[config.mk]
export PLATFORM = sky130hd
export DESIGN_NAME = alu_step_sequencer
export DESIGN_NICKNAME = d
export VERILOG_FILES = /design/src/rtl/cpu_ctrl_pkg.sv /design/src/rtl/reg_select_decoder.sv /design/src/rtl/alu_step_sequencer.sv
export SDC_FILE = /design/constraint.sdc
export NUM_CORES = 1
export LEC_CHECK = 0
export ABC_AREA = 1
export ABC_CLOCK_PERIOD_IN_PS = 2200
export BUFFER_PORTS_ARGS = -buffer_cell sky130_fd_sc_hd__buf_2
export CAP_MARGIN = 0
export CORE_MARGIN = 10
export CORE_UTILIZATION = 38
export DETAILED_ROUTE_END_ITERATION = 8
export PLACE_DENSITY = 0.82
export SYNTH_ARGS = -nofsm -noshare
export SYNTH_HDL_FRONTEND = slang
export SYNTH_SLANG_ARGS = --single-unit
[constraint.sdc]
create_clock -name Clock -period 2.2 [get_ports Clock]
set_input_delay 0.44 -clock Clock [delete_from_list [all_inputs] [get_ports Clock]]
set_output_delay 0.44 -clock Clock [all_outputs]
set_load 0.01 [all_outputs]
[src/rtl/cpu_ctrl_pkg.sv]
// Shared control definitions for the ALU step sequencer and the DataPath ALU:
// IR field positions, opcodes, ALU function encodings and sequencer states.
package cpu_ctrl_pkg;

    // IR layout
    localparam int IR_W    = 32;
    localparam int OPC_MSB = 31;
    localparam int OPC_LSB = 27;
    localparam int RA_MSB  = 26;
    localparam int RA_LSB  = 23;
    localparam int RB_MSB  = 22;
    localparam int RB_LSB  = 19;
    localparam int RC_MSB  = 18;
    localparam int RC_LSB  = 15;

    // Opcodes
    localparam logic [4:0] OPC_ADD = 5'b00011;
    localparam logic [4:0] OPC_SUB = 5'b00100;
    localparam logic [4:0] OPC_AND = 5'b00101;
    localparam logic [4:0] OPC_OR  = 5'b00110;
    localparam logic [4:0] OPC_SHR = 5'b00111;
    localparam logic [4:0] OPC_SHL = 5'b01000;
    localparam logic [4:0] OPC_ROR = 5'b01001;
    localparam logic [4:0] OPC_ROL = 5'b01010;
    localparam logic [4:0] OPC_MUL = 5'b01110;
    localparam logic [4:0] OPC_DIV = 5'b01111;
    localparam logic [4:0] OPC_NEG = 5'b10000;
    localparam logic [4:0] OPC_NOT = 5'b10001;

    // ALU function selects
    localparam logic [3:0] ALU_ADD = 4'b0000;
    localparam logic [3:0] ALU_SUB = 4'b0001;
    localparam logic [3:0] ALU_AND = 4'b0010;
    localparam logic [3:0] ALU_OR  = 4'b0011;
    localparam logic [3:0] ALU_SHR = 4'b0100;
    localparam logic [3:0] ALU_SHL = 4'b0101;
    localparam logic [3:0] ALU_ROR = 4'b0110;
    localparam logic [3:0] ALU_ROL = 4'b0111;
    localparam logic [3:0] ALU_MUL = 4'b1000;
    localparam logic [3:0] ALU_DIV = 4'b1001;
    localparam logic [3:0] ALU_NEG = 4'b1010;
    localparam logic [3:0] ALU_NOT = 4'b1011;

    typedef enum logic [2:0] {
        ST_IDLE, ST_T0, ST_T1, ST_T2, ST_T3, ST_T4, ST_T5, ST_T6
    } state_t;

    typedef enum logic [1:0] {
        CLS_BINARY, CLS_MULDIV, CLS_UNARY, CLS_ILLEGAL
    } op_class_t;

    // Which execute-step sequence an opcode follows
    function automatic op_class_t opcode_class(input logic [4:0] opc);
        case (opc)
            OPC_ADD, OPC_SUB, OPC_AND, OPC_OR,
            OPC_SHR, OPC_SHL, OPC_ROR, OPC_ROL: return CLS_BINARY;
            OPC_MUL, OPC_DIV:                   return CLS_MULDIV;
            OPC_NEG, OPC_NOT:                   return CLS_UNARY;
            default:                            return CLS_ILLEGAL;
        endcase
    endfunction

    // ALU function select for an opcode; unsupported opcodes map to 0000
    function automatic logic [3:0] opcode_alu_op(input logic [4:0] opc);
        case (opc)
            OPC_ADD: return ALU_ADD;
            OPC_SUB: return ALU_SUB;
            OPC_AND: return ALU_AND;
            OPC_OR:  return ALU_OR;
            OPC_SHR: return ALU_SHR;
            OPC_SHL: return ALU_SHL;
            OPC_ROR: return ALU_ROR;
            OPC_ROL: return ALU_ROL;
            OPC_MUL: return ALU_MUL;
            OPC_DIV: return ALU_DIV;
            OPC_NEG: return ALU_NEG;
            OPC_NOT: return ALU_NOT;
            default: return 4'b0000;
        endcase
    endfunction

endpackage

[src/rtl/reg_select_decoder.sv]
// 4-to-N one-hot general-register select decoder; all zeros when disabled.
module reg_select_decoder #(
    parameter int NUM_REGS = 16
) (
    input  logic                i_en,
    input  logic [3:0]          i_sel,
    output logic [NUM_REGS-1:0] o_onehot
);

    // Single bit set at the selected register index only while enabled
    always_comb begin
        o_onehot = '0;
        if (i_en) begin
            o_onehot[i_sel] = 1'b1;
        end
    end

endmodule

[src/rtl/alu_step_sequencer.sv]
// Hardwired fetch/execute control sequencer for register-to-register ALU
// instructions. Strobes are decoded from the state register and IR fields.
module alu_step_sequencer
    import cpu_ctrl_pkg::*;
#(
    parameter int NUM_REGS = 16
) (
    input  logic                Clock,
    input  logic                clear,
    input  logic                Run,
    input  logic [IR_W-1:0]     IR,
    output logic                PCout,
    output logic                Zlowout,
    output logic                Zhighout,
    output logic                MDRout,
    output logic                MARin,
    output logic                PCin,
    output logic                MDRin,
    output logic                IRin,
    output logic                Yin,
    output logic                HIin,
    output logic                LOin,
    output logic                IncPC,
    output logic                Read,
    output logic                Zin_low,
    output logic                Zin_high,
    output logic [NUM_REGS-1:0] Rin,
    output logic [NUM_REGS-1:0] Rout,
    output logic [3:0]          operation,
    output logic                Done,
    output logic                Illegal
);

    state_t    r_state;
    op_class_t w_class;
    logic [4:0] w_opcode;
    logic [3:0] w_ra, w_rb, w_rc;
    logic [3:0] w_alu_op;
    logic [3:0] w_rout_sel;
    logic       w_rin_en, w_rout_en;
    logic       w_unused_ir;

    assign w_opcode    = IR[OPC_MSB:OPC_LSB];
    assign w_ra        = IR[RA_MSB:RA_LSB];
    assign w_rb        = IR[RB_MSB:RB_LSB];
    assign w_rc        = IR[RC_MSB:RC_LSB];
    assign w_class     = opcode_class(w_opcode);
    assign w_alu_op    = opcode_alu_op(w_opcode);
    assign w_unused_ir = ^IR[RC_LSB-1:0];

    // State sequencing; Run is only looked at in IDLE and in the Done step
    always_ff @(posedge Clock) begin
        if (!clear) begin
            r_state <= ST_IDLE;
        end else if (Done) begin
            r_state <= Run ? ST_T0 : ST_IDLE;
        end else begin
            case (r_state)
                ST_IDLE: if (Run) r_state <= ST_T0;
                ST_T0:   r_state <= ST_T1;
                ST_T1:   r_state <= ST_T2;
                ST_T2:   r_state <= ST_T3;
                ST_T3:   r_state <= (w_class == CLS_ILLEGAL) ? ST_IDLE : ST_T4;
                ST_T4:   r_state <= (w_class == CLS_BINARY || w_class == CLS_MULDIV) ? ST_T5 : ST_IDLE;
                ST_T5:   r_state <= (w_class == CLS_MULDIV) ? ST_T6 : ST_IDLE;
                default: r_state <= ST_IDLE;
            endcase
        end
    end

    // Per-step strobe decode; everything idles at zero by default
    always_comb begin
        PCout = 1'b0;  Zlowout = 1'b0;  Zhighout = 1'b0; MDRout = 1'b0;
        MARin = 1'b0;  PCin = 1'b0;     MDRin = 1'b0;    IRin = 1'b0;
        Yin = 1'b0;    HIin = 1'b0;     LOin = 1'b0;     IncPC = 1'b0;
        Read = 1'b0;   Zin_low = 1'b0;  Zin_high = 1'b0;
        operation = 4'b0000;
        Done = 1'b0;   Illegal = 1'b0;
        w_rin_en = 1'b0;
        w_rout_en = 1'b0;
        w_rout_sel = w_rb;
        case (r_state)
            ST_T0: begin PCout = 1'b1; MARin = 1'b1; IncPC = 1'b1; Zin_low = 1'b1; end
            ST_T1: begin Zlowout = 1'b1; PCin = 1'b1; Read = 1'b1; MDRin = 1'b1; end
            ST_T2: begin MDRout = 1'b1; IRin = 1'b1; end
            ST_T3: begin
                case (w_class)
                    CLS_BINARY, CLS_MULDIV: begin w_rout_en = 1'b1; Yin = 1'b1; end
                    CLS_UNARY: begin
                        w_rout_en = 1'b1; operation = w_alu_op; Zin_low = 1'b1;
                    end
                    default: Illegal = 1'b1;
                endcase
            end
            ST_T4: begin
                case (w_class)
                    CLS_BINARY, CLS_MULDIV: begin
                        w_rout_en = 1'b1; w_rout_sel = w_rc;
                        operation = w_alu_op; Zin_low = 1'b1;
                        Zin_high = (w_class == CLS_MULDIV);
                    end
                    CLS_UNARY: begin Zlowout = 1'b1; w_rin_en = 1'b1; Done = 1'b1; end
                    default: ;
                endcase
            end
            ST_T5: begin
                case (w_class)
                    CLS_BINARY: begin Zlowout = 1'b1; w_rin_en = 1'b1; Done = 1'b1; end
                    CLS_MULDIV: begin Zlowout = 1'b1; LOin = 1'b1; end
                    default: ;
                endcase
            end
            ST_T6: begin
                if (w_class == CLS_MULDIV) begin
                    Zhighout = 1'b1; HIin = 1'b1; Done = 1'b1;
                end
            end
            default: ;
        endcase
    end

    reg_select_decoder #(.NUM_REGS(NUM_REGS)) u_rin_dec (
        .i_en     (w_rin_en),
        .i_sel    (w_ra),
        .o_onehot (Rin)
    );

    reg_select_decoder #(.NUM_REGS(NUM_REGS)) u_rout_dec (
        .i_en     (w_rout_en),
        .i_sel    (w_rout_sel),
        .o_onehot (Rout)
    );

endmodule

Word level (Yosys, flattened, before mapping)
Memories as Yosys holds them, arrays and structs flattened.
Index checks and enable logic that the tools add are counted.
{"block": "totals", "regBits": 3, "romBits": 192, "in_bits": 35, "output_inout_bits": 53, "elab_cells": 63, "n_memories": 2}
{"block": "classes", "magnitude_cmp": 4, "eq_ne": 11, "muxes": 38, "n_reduce_logical": 7}
{"name": "(no name shown)", "depth": 32, "word_bits": 4, "read_ports": 1, "rd_ports_with_merged_regs": 0, "write_ports": 0, "line_no": "cpu_ctrl_pkg.sv:65", "source": "case (opc)"}
{"name": "(no name shown)", "depth": 32, "word_bits": 2, "read_ports": 1, "rd_ports_with_merged_regs": 0, "write_ports": 0, "line_no": "cpu_ctrl_pkg.sv:54", "source": "case (opc)"}
{"op": "$mux W16", "n": 2}
{"op": "$pmux W3 S7", "n": 1}
{"op": "$mux W1", "n": 18}
{"op": "$mux W4", "n": 4}
{"op": "$mux W3", "n": 5}
{"op": "$eq A3 B3 Y1 const B", "n": 4}
{"op": "$lt A4 B5 Y1 const B", "n": 2}
{"op": "$pmux W1 S3", "n": 3}
{"op": "$demux W1 S4", "n": 2}
{"op": "$ge A4 B1 Y1 const B", "n": 2}
{"op": "$pmux W4 S2", "n": 1}
{"op": "$eq A3 B2 Y1 const B", "n": 2}
{"op": "$eq A2 B2 Y1 const B", "n": 2}
{"op": "$pmux W1 S2", "n": 2}
{"op": "$eq A3 B1 Y1 const B", "n": 1}
{"op": "$logic_not A3 Y1", "n": 1}
{"op": "$ne A3 B3 Y1 const B", "n": 1}
{"op": "$reduce_or A3 Y1", "n": 1}
{"op": "$eq A2 B1 Y1 const B", "n": 1}
{"op": "$logic_and A1 B1 Y1", "n": 2}
{"op": "$logic_not A2 Y1", "n": 1}
{"op": "$reduce_or A2 Y1", "n": 1}
{"op": "$logic_or A1 B1 Y1", "n": 1}

Logic depth before layout (Yosys ltp)
Gate-level depths: netlist of the first run.
An unclocked memory read counts as a cell.
{"block": "depth", "depth_word": 10, "mapped_depth": 11, "depth_no_buf": 11}

Cells and area by module
A second synthesis of the first run with hierarchy kept.
{"block": "unflattened", "hier_cells": 179, "hier_area_um2": 923.4}
{"module": "alu_step_sequencer", "n_inst": 1, "cells_each": 114, "area_per_inst_um2": 656.9, "seq_area_each_um2": 60.1}
{"module": "reg_select_decoder at u_rin_dec", "n_inst": 1, "cells_each": 33, "area_per_inst_um2": 140.1, "seq_area_each_um2": 0.0}
{"module": "reg_select_decoder at u_rout_dec", "n_inst": 1, "cells_each": 32, "area_per_inst_um2": 126.4, "seq_area_each_um2": 0.0}

Least setup slack after synthesis of the first run
No wires, ideal clock.
{"block": "synth_path", "path_type": "input port to output port", "from": "input port IR[27]", "to": "output port Rout[0]", "arrival_ns": 1.603, "t_required_ns": 1.760, "path_slack_ns": 0.157, "cell_stages": 9, "n_path_buf": 1, "cell_sequence": "ha_1 > o21ai_1 > nand2_2 > nand2_4 > nand3_4 > buf_6 > nand2_4 > nand3_2 > nor2_1"}
{"block": "synth_between", "elab_chain_cells": 10, "word_cells_on_any_way": 17, "cone_classes": "order compare (2); eq/ne (2); mux (8); reduce/logical (4); memory (1)"}
{"item": "start, declared", "line_no": "alu_step_sequencer.sv:11", "source": "input logic [IR_W-1:0] IR,"}
{"item": "$mem_v2 Z32 W2 *"}
{"item": "$eq A2 B1 Y1 / $logic_not A2 Y1 (equally long branches)", "line_no": "alu_step_sequencer.sv:87, alu_step_sequencer.sv:96"}
{"item": "$reduce_or A2 Y1 (no line)"}
{"item": "$mux W4", "line_no": "alu_step_sequencer.sv:96", "source": "case (w_class)"}
{"item": "$mux W4", "line_no": "alu_step_sequencer.sv:82", "source": "case (r_state)"}
{"item": "$lt A4 B5 Y1 (implied by the code) / $ge A4 B1 Y1 (equally long branches)", "line_no": "reg_select_decoder.sv:14", "source": "o_onehot[i_sel] = 1'b1;"}
{"item": "$logic_and A1 B1 Y1 (implied by the code)", "line_no": "reg_select_decoder.sv:14"}
{"item": "$mux W1 (implied by the code)", "line_no": "reg_select_decoder.sv:14"}
{"item": "$demux W1 S4"}
{"item": "$mux W16 *", "line_no": "reg_select_decoder.sv:13", "source": "if (i_en) begin"}
{"item": "end, declared", "line_no": "alu_step_sequencer.sv:28", "source": "output logic [NUM_REGS-1:0] Rout,"}
Every way passes the cells marked *; elsewhere a longest branch is shown, timed or not.

Worst setup path in the final report of the first run
{"block": "layout_path", "from": "input port IR[27]", "to": "output port operation[2]"}
{"block": "layout_between", "elab_chain_cells": 5, "word_cells_on_any_way": 9, "cone_classes": "eq/ne (2); mux (3); reduce/logical (2); memory (2)"}
{"item": "$mem_v2 Z32 W2"}
{"item": "$eq A2 B1 Y1 / $logic_not A2 Y1 (equally long branches)", "line_no": "alu_step_sequencer.sv:96"}
{"item": "$reduce_or A2 Y1 (no line)"}
{"item": "$mux W4", "line_no": "alu_step_sequencer.sv:96"}
{"item": "$pmux W4 S2 *", "line_no": "alu_step_sequencer.sv:82"}
{"item": "end, declared", "line_no": "alu_step_sequencer.sv:29", "source": "output logic [3:0] operation,"}
Marked as above.

==> flow_summary.toml, run 1 <==
[critical_path]
end_kind = "output pin"
r2r-end = "r_state[1]$_SDFFE_PN0P_"
crit_top_cell = "buf_4"
cp_max_fo = 4
cp_cell_sequence = "buf_6 > ha_4 > o21ai_4 > buf_4 > buf_4 > buf_4 > buf_4 > buf_4 > buf_4 > o2111ai_1 > nor2_1 > buf_2"
r2r.worst_path.cells = 8
slowest_stage = "ha_4"
path_buf_inv = 8
slowest_delay_ns = 0.17
path_delay_family = "buffers and inverters"
crit_required_ns = 1.76
start_kind = "input pin"
regToRegSetupSlack_ns = 0.81
path_class = "input pin to output pin"
critPathArrivalTime_ns = 1.76
r2r_start = "r_state[2]$_SDFFE_PN0P_"

[run_status]
failed_checks = "negative setup slack"
status = "finished, violations left"

[grt]
grt.total_usage_pct = 14.1
met2_usage_pct = 27.1
top_usage_layer = "met2"
grt_remaining_overflow = 0
grtUsageMet1_pct = 15.5
grt_max_degree = 9
antenna_found_initial = 0
grt_first_pass_wirelength_um = 6230
met3_usage_pct = 2.54
grt_pass1_vias = 1414

[power]
p_per_area_nw_per_um2 = 239
seqPwrFrac_pct = 17.2
internal_power_uw = 236
p_sw_uw = 187
ir_drop_mv = 0.374
p_sw_share_pct = 44.2
p_clk_share_pct = 22.9
leakage_uw = 0.00105
combPwrFrac_pct = 59.9

[layout]
n_fill_cell = 202
largest_reg_flops = 3
regMostFlops = "r_state"
reg.largest.list = "r_state (3)"
multiInputGateArea_um2 = 902
drive_above_1_share_pct = 57.2
n_antenna_cell = 0
area_growth_pct = 83.4
ff_latch_area_um2 = 66.3
nNetsFinal = 321
post_layout_nonfiller_instances = 313

[cts]
numCtsBuffers = 3
clk_pin_slew_worst_paths_ns = 0.04
cts_tree = "built"
clock-sinks = 3
clk_path_buf_depth = 2
clock_latency_ns = 0.23
cts-root-buf = "clkbuf_4"
cts_max_level = 1

[floorplanning]
die_h_um = 70.4
die_area_um2 = 4950
initial_core_util_pct = 39.3
core_area_um2 = 2450
die_w_um = 70.4
fp-row-count = 18
io_pins = 88

[timing]
rsz0062_at_grt = "yes"
fmax_ghz = 0.454
worst_slack_ns = -0.00500
relSlewSlack_pct = 78.6
finalSetupViolations = 2
finClkSkew_ns = 0.00108
setup_tns_ns = -0.00575
period_needed_ns = 2.20
drv_slew = 0
timing.final.crit_share_pct = 100
hold_viol = 0
tightest_slew_ns = 0.319

[synth]
seq_area_frac_synth_pct = 6.23
async_reset_ff_share_pct = 0
synth_area_um2 = 965
yosysMostFrequentCell = "nand2_1"
synthCells = 190
avgSynthCellArea_um2 = 5.08
ys_ff_latch = 3
yosys-top-cells-count = "nand2_1, nor2_1, inv_1"
ys_warn_count = 0
synth_top_cell_by_area = "nand2_1"
synth_edf_count = 0
ys.flop_type = "dfxtp_1"
synth_area_leaders = "nand2_1, nor2_1, inv_1"
synth_cell_types = 29
yosys.area.top_type_share_pct = 18.7
synth_nets = 227

[detailed_routing]
drtIter0Drc = 68
routed_wirelength_um = 3950
vias = 1492
wl_per_cell_um = 12.6
via_per_inst = 4.77
antenna_left = 0
firstDrtPassIters = 5
drc = 0

[placed_design]
dp.cells = 299
place_hpwl_um = 2920
gp_congestion = 0.868
io_buffers = 72

[hold_path]
whs_endpoint = "r_state[2]$_SDFFE_PN0P_"
hold_path_depth = 3
hold_path_startpoint = "clear"
hold_path.class = "input pin to flip-flop"

[flow_run]
drv_cap = 0
[tightest hold or removal path, cell delays in order]
cell and delay [ns]:
buf_2 0.10, nand2_1 0.05, inv_1 0.04
[layer usage]
layer	vias up	share of wire, %
li1	776	-
met2	52	51
met5	-	0
met3	4	6.5
met4	0	0.86
met1	660	42
[through the flow]
step	utilization [%]	cell area [um^2]	power, uW	setup WS [ns]	hold WS, ns
floorplan	-	965	200	0.157	0.538
global placement	58.0	1420	268	-0.158	0.661
detailed placement	58.0	1420	271	-0.164	0.676
CTS	65.0	1600	395	0.00577	0.427
global route	72.1	1770	458	-0.110	0.454
finish	72.1	1770	423	-0.00500	0.433
[cell usage in the layout (no fill, tap or decap), types with 6 or more instances in the layout]
cell / netlist / final
buf_2: 0 / 70
nor2_1: 46 / 38
inv_1: 32 / 30
nand2_1: 48 / 27
buf_4: 6 / 21
nand2_2: 3 / 19
nand4_1: 9 / 9
nor2_2: 0 / 8
nand2_4: 2 / 6
[logic make-up (layout without fill, tap and decap cells)]
| group | count (synthesis) | count (layout) | share of synthesized area [%] |
|---|---|---|---|
| DFF | 3 | 3 | 6.23 |
| adders and majority gates | 2 | 2 | 2.59 |
| AOI/OAI and AO/OA | 11 | 11 | 7.52 |
| buffers and inverters | 45 | 138 | 21.4 |
| and+or+nand+nor | 129 | 129 | 62.3 |
[worst max path at each step]
stage,endpoint,cells after the start,slack (ns),start
6_report,operation[2],12,-0.005,IR[27]
5_1_grt,Rout[1],8,-0.11,r_state[2]$_SDFFE_PN0P_
4_1_cts,Rout[1],12,0.006,IR[27]
3_5_place_dp,Rout[9],12,-0.16,IR[27]
3_3_place_gp,Rout[1],11,-0.16,IR[27]
2_1_floorplan,Rout[0],9,0.16,IR[27]
[layout make-up]
type | count | area share (%)
multi-input cells | 142 | 51.0
repair buffers | 98 | 33.9
flip-flops and latches | 3 | 3.75
clock buffers | 4 | 1.49
well taps | 30 | 2.12
inverters | 36 | 7.78
[power by group through the flow]
stage | Sequential, uW | Clock [uW] | Combinational [uW]
floorplan | 68.8 | 0 | 131
global placement | 70.6 | 0 | 197
detailed placement | 70.5 | 0 | 200
CTS | 70.4 | 103 | 222
global route | 73.6 | 105 | 279
finish | 72.8 | 96.7 | 253
[repair_timing]
action,in CTS,in global routing
gates cloned,0,0
endpoints found under the setup margin,36,36
resized for setup,20,51
pin swaps,5,18
hold buffers,0,0
buffers inserted,8,2
(Power assumes the default switching activity.)
==> run 2: changes to the inputs <==
SETUP_SLACK_MARGIN = 0.1   (was not set)
==> run 2 against run 1 <==
The flow still finishes with violations (negative setup slack). Cell count rose by 0.96%. Die area did not move. Critical path depth rose by 1. Hold slack improved by 0.0011 ns. Worst setup slack got worse by 0.022 ns. Core utilization rose by 1.1 points. Register-to-register slack barely moved. Critical endpoint is now Rout[14]. Largest cell class unchanged.
==> flow_summary.toml, run 2 (synthesis results as in run 1) <==
[timing]
relSlewSlack_pct = 69.9
timing.final.crit_share_pct = 101
period_needed_ns = 2.23
setup_tns_ns = -0.0848
tightest_slew_ns = 0.448
worst_slack_ns = -0.0268
fmax_ghz = 0.449
finClkSkew_ns = 0.00104
finalSetupViolations = 6
rsz0062_at_grt = "yes"
hold_viol = 0
drv_slew = 0

[detailed_routing]
routed_wirelength_um = 4170
wl_per_cell_um = 13.2
antenna_left = 0
via_per_inst = 4.72
firstDrtPassIters = 4
drc = 0
drtIter0Drc = 74
vias = 1491

[grt]
grt_max_degree = 9
grt_first_pass_wirelength_um = 6560
grt_pass1_vias = 1486
grt.total_usage_pct = 14.8
antenna_found_initial = 0
grt_remaining_overflow = 0

[critical_path]
path_class = "input pin to output pin"
crit_top_cell = "nand2_1"
cp_cell_sequence = "buf_8 > ha_4 > buf_4 > nand2_1 > nand2_1 > nand2_1 > nand3_2 > nand2_2 > nand2_4 > nand2_8 > nand3_2 > nor2_2 > buf_2"
slowest_delay_ns = 0.17
regToRegSetupSlack_ns = 0.82
slowest_stage = "ha_4"
crit_required_ns = 1.76
path_buf_inv = 3
start_kind = "input pin"
cp_max_fo = 6
critPathArrivalTime_ns = 1.79
end_kind = "output pin"
path_delay_family = "simple AND/OR/NAND/NOR gates"

[floorplanning]
fp-row-count = 18
io_pins = 88
core_area_um2 = 2450
die_h_um = 70.4
die_w_um = 70.4
die_area_um2 = 4950
initial_core_util_pct = 39.3

[placed_design]
preCtsSetupSlack_ns = -0.164
dp.cells = 299
io_buffers = 72
placed_area_um2 = 1420
gp_congestion = 0.868
place_hpwl_um = 2920

[cts]
clock_latency_ns = 0.23
cts_tree = "built"
cts_max_level = 1
clk_pin_slew_worst_paths_ns = 0.04
numCtsBuffers = 3
clk_path_buf_depth = 2
cts-root-buf = "clkbuf_4"
clock-sinks = 3
ctsHoldBuffers = 0

[layout]
finish.instance_area_um2 = 1800
post_layout_nonfiller_instances = 316
area_growth_pct = 86.3
final_common_cell = "buf_2"
nNetsFinal = 324
reg.largest.list = "r_state (3)"
drive_above_1_share_pct = 57.3
multiInputGateArea_um2 = 911
largest_reg_flops = 3
n_antenna_cell = 0
layout_common_cells = "buf_2, nor2_1, inv_1, nand2_1, buf_4"
regMostFlops = "r_state"
ff_latch_area_um2 = 65.1
fin_util_pct = 73.2
n_fill_cell = 201

[hold_path]
hold_path.class = "input pin to flip-flop"

[power]
p_per_area_nw_per_um2 = 239
leakage_uw = 0.00106
ir_drop_mv = 0.373

[run_status]
failed_checks = "negative setup slack"
status = "finished, violations left"

[flow_run]
drv_cap = 0
## run 2: changes by cell type in the layout (fill, tap and decap cells not counted)
cell,previous run,this run
nor2_2,8,7
o2111ai_1,1,0
nand2_4,6,7
clkinv_1,0,1
dfxtp_2,2,1
inv_4,1,0
nor2_1,38,39
nor3_1,3,4
buf_4,21,24
nor3_2,2,1
nand2_1,27,25
nand2_2,19,20
o2111ai_2,0,1
dfxtp_1,0,1
## run 2: tightest hold or removal path: cells and delay by family
kind | cells | cell delay, ns
buffers and inverters | 2 | 0.14
and+or+nand+nor | 1 | 0.05
## run 2: stage by stage
| step | total power [uW] | hold slack, ns |
|---|---|---|
| floorplan | 200 | 0.538 |
| global placement | 268 | 0.661 |
| detailed placement | 271 | 0.676 |
| CTS | 404 | 0.426 |
| global route | 464 | 0.454 |
| finish | 429 | 0.434 |
## run 2: routing by layer
metal  routed length [um]  global-route usage [%]  vias to the layer above
met2                 2160                    28.1                       43
li1                     -                       -                      781
met5                    0                       0                        -
met1                 1730                    15.6                      663
met3                  255                    3.39                        4
met4                   36                    3.95                        0
## run 2: layout make-up
cell class / instances / area share [%]
Inverter: 36 / 7.52
Tap cell: 30 / 2.09
Sequential cell: 3 / 3.62
Timing Repair Buffer: 101 / 34.6
Multi-Input combinational cell: 142 / 50.7
Clock buffer: 4 / 1.46
## run 2: path summary, 6_finish.rpt
check                          start                      end  cells after the start
max reg2reg  r_state[0]$_SDFFE_PN0P_  r_state[1]$_SDFFE_PN0P_                      9
min reg2reg  r_state[1]$_SDFFE_PN0P_  r_state[0]$_SDFFE_PN0P_                      4
min                            clear  r_state[2]$_SDFFE_PN0P_                      3
max                           IR[28]                 Rout[14]                     13
## run 2: power by group
| group | total [uW] | switching (uW) | internal, uW |
|---|---|---|---|
| registers | 70.0 | 9.12 | 60.9 |
| logic | 262 | 151 | 111 |
| clock network | 97.0 | 29.0 | 68.0 |
## run 2: what timing repair did
| item | in CTS | in global routing |
|---|---|---|
| setup endpoints to repair | 37 | 38 |
| pin swaps | 14 | 15 |
| resized for setup | 36 | 32 |
| buffers inserted | 11 | 3 |
==> run 3: changes to the inputs <==
ABC_CLOCK_PERIOD_IN_PS = 2530   (was 2200)
CORE_MARGIN = 4   (was 10)
RECOVER_POWER = 25   (was not set)
clock period = 2.53 ns   (was 2.2 ns; I/O delays follow)
==> run 3 against run 2 <==
Worst setup slack better by 0.17 ns. Clock-buffer cell count is the same. Critical endpoint unchanged. Hold slack gained 0.061 ns. Power decreased by 24%. Register-to-register slack better by 0.33 ns. Combinational power is 31% lower. Critical path depth down 2. Sequential share of layout area up 0.32 points. Design area fell by 15%. Die area shrank 31%. The run now ends clean. Sequential power fell by 13%. Clock skew rose by 0.0023 ns.
==> flow_summary.toml, run 3 (synthesis results as in run 1) <==
[cts]
ctsHoldBuffers = 0
clock_latency_ns = 0.23
clock-sinks = 3
cts_max_level = 1
clk_path_buf_depth = 2
numCtsBuffers = 3
cts_tree = "built"
cts-root-buf = "clkbuf_4"
clk_pin_slew_worst_paths_ns = 0.03

[floorplanning]
core_area_um2 = 2320
die_w_um = 58.4
die_h_um = 58.4
initial_core_util_pct = 41.6
io_pins = 88
die_area_um2 = 3410
fp-row-count = 17

[layout]
final_common_cell = "buf_2"
area_growth_pct = 57.8
post_layout_nonfiller_instances = 296
layout_common_cells = "buf_2, nor2_1, nand2_1, inv_1, clkbuf_1"
reg.largest.list = "r_state (3)"
nNetsFinal = 306
largest_reg_flops = 3
n_antenna_cell = 0
regMostFlops = "r_state"
drive_above_1_share_pct = 41.4

[timing]
hold_viol = 0
drv_slew = 0
finalSetupViolations = 0
timing.final.crit_share_pct = 94.5
worst_slack_ns = 0.139
fmax_ghz = 0.418
finClkSkew_ns = 0.00335
tightest_slew_ns = 0.389
relSlewSlack_pct = 73.9
period_needed_ns = 2.39
setup_tns_ns = 0
final.hold.worst_slack_ns = 0.495
rsz0062_at_grt = "no"

[detailed_routing]
drtIter0Drc = 41
drc = 0
wl_per_cell_um = 10.2
vias = 1400
via_per_inst = 4.73
antenna_left = 0
routed_wirelength_um = 3020
firstDrtPassIters = 4

[critical_path]
start_kind = "input pin"
cp_max_fo = 5
critPathArrivalTime_ns = 1.88
crit_required_ns = 2.02
end_kind = "output pin"
r2r.worst_path.cells = 8
path_class = "input pin to output pin"

[power]
ir_drop_mv = 0.225
p_sw_share_pct = 44.3
seqPwrFrac_pct = 18.8
leakage_uw = 0.000913
p_sw_uw = 144
p_per_area_nw_per_um2 = 214
internal_power_uw = 181
p_clk_share_pct = 25.6
combPwrFrac_pct = 55.7

[hold_path]
hold_path_depth = 3
hold_path.class = "input pin to flip-flop"

[grt]
grt_pass1_vias = 1087
grt_remaining_overflow = 0
grt_max_degree = 15
antenna_found_initial = 0
grt_first_pass_wirelength_um = 4480
grt.total_usage_pct = 15.9

[placed_design]
gp_congestion = 0.915
place_hpwl_um = 2400
io_buffers = 72
preCtsSetupSlack_ns = 0.0169
dp.cells = 285

[flow_run]
drv_cap = 0

[run_status]
status = "complete, no violations"
-- run 3: cell count changes in the layout (fill, tap and decap cells not counted), moves of 3 or more --
| cell | delta |
|---|---|
| nor2_1 | +3 |
| nand3_1 | +3 |
| clkbuf_1 | +10 |
| nand3_4 | -3 |
| nor2_2 | -3 |
| buf_4 | -17 |
| nand2_1 | +14 |
| nand2_2 | -10 |
| buf_2 | -10 |
| nand2_4 | -4 |
-- run 3: critical path: stages --
cell,delay (ns)
buf_6,0.11
ha_4,0.18
o21ai_4,0.18
nand2_4,0.08
nand2_4,0.11
buf_4,0.12
nand4_1,0.08
nand2_2,0.13
nand3_2,0.10
nor2_1,0.14
buf_2,0.15
-- run 3: metal layers --
metal / share of wire (%) / vias to the layer above / routed length [um] / global-route usage (%)
met5: 0 / - / 0 / 0
met4: 0.86 / 0 / 26 / 4.97
met3: 9.0 / 4 / 273 / 2.41
met2: 48 / 51 / 1460 / 26.3
met1: 42 / 596 / 1270 / 21.0
li1: - / 749 / - / -
-- run 3: power by group through the flow --
stage | Clock, uW | Combinational, uW | Sequential (uW)
after floorplan | 0 | 114 | 59.8
after global placement | 0 | 151 | 61.6
after detailed placement | 0 | 154 | 61.7
after CTS | 88.0 | 157 | 61.2
after global routing | 96.4 | 203 | 61.8
final | 83.3 | 181 | 61.1
-- run 3: through the flow --
| stage | utilization [%] | area (um^2) | power [uW] |
|---|---|---|---|
| 2_1_floorplan | - | 965 | 174 |
| 3_3_place_gp | 56.9 | 1320 | 213 |
| 3_5_place_dp | 56.9 | 1320 | 215 |
| 4_1_cts | 58.6 | 1360 | 306 |
| 5_1_grt | 65.7 | 1520 | 361 |
| 6_report | 65.7 | 1520 | 326 |
-- run 3: path summary, 6_finish.rpt --
check	from	endpoint	slack (ns)
max reg2reg	r_state[2]$_SDFFE_PN0P_	r_state[1]$_SDFFE_PN0P_	1.15
max	IR[28]	Rout[14]	0.14
min reg2reg	r_state[1]$_SDFFE_PN0P_	r_state[0]$_SDFFE_PN0P_	0.73
min	clear	r_state[2]$_SDFFE_PN0P_	0.49
-- run 3: timing repair --
action | 4_1_cts | 5_1_grt
pin swaps | 1 | 13
buffers inserted | 1 | 6
gates resized for setup | 3 | 33
endpoints found under the setup margin | 22 | 35
-- run 3: layout make-up --
type	instances	area, um^2
multi-input combinational	142	801
fill	259	796
timing repair buffer	83	463
inverter	36	138
sequential	3	60.1
tap	28	35.0
clock buffer	4	26.3
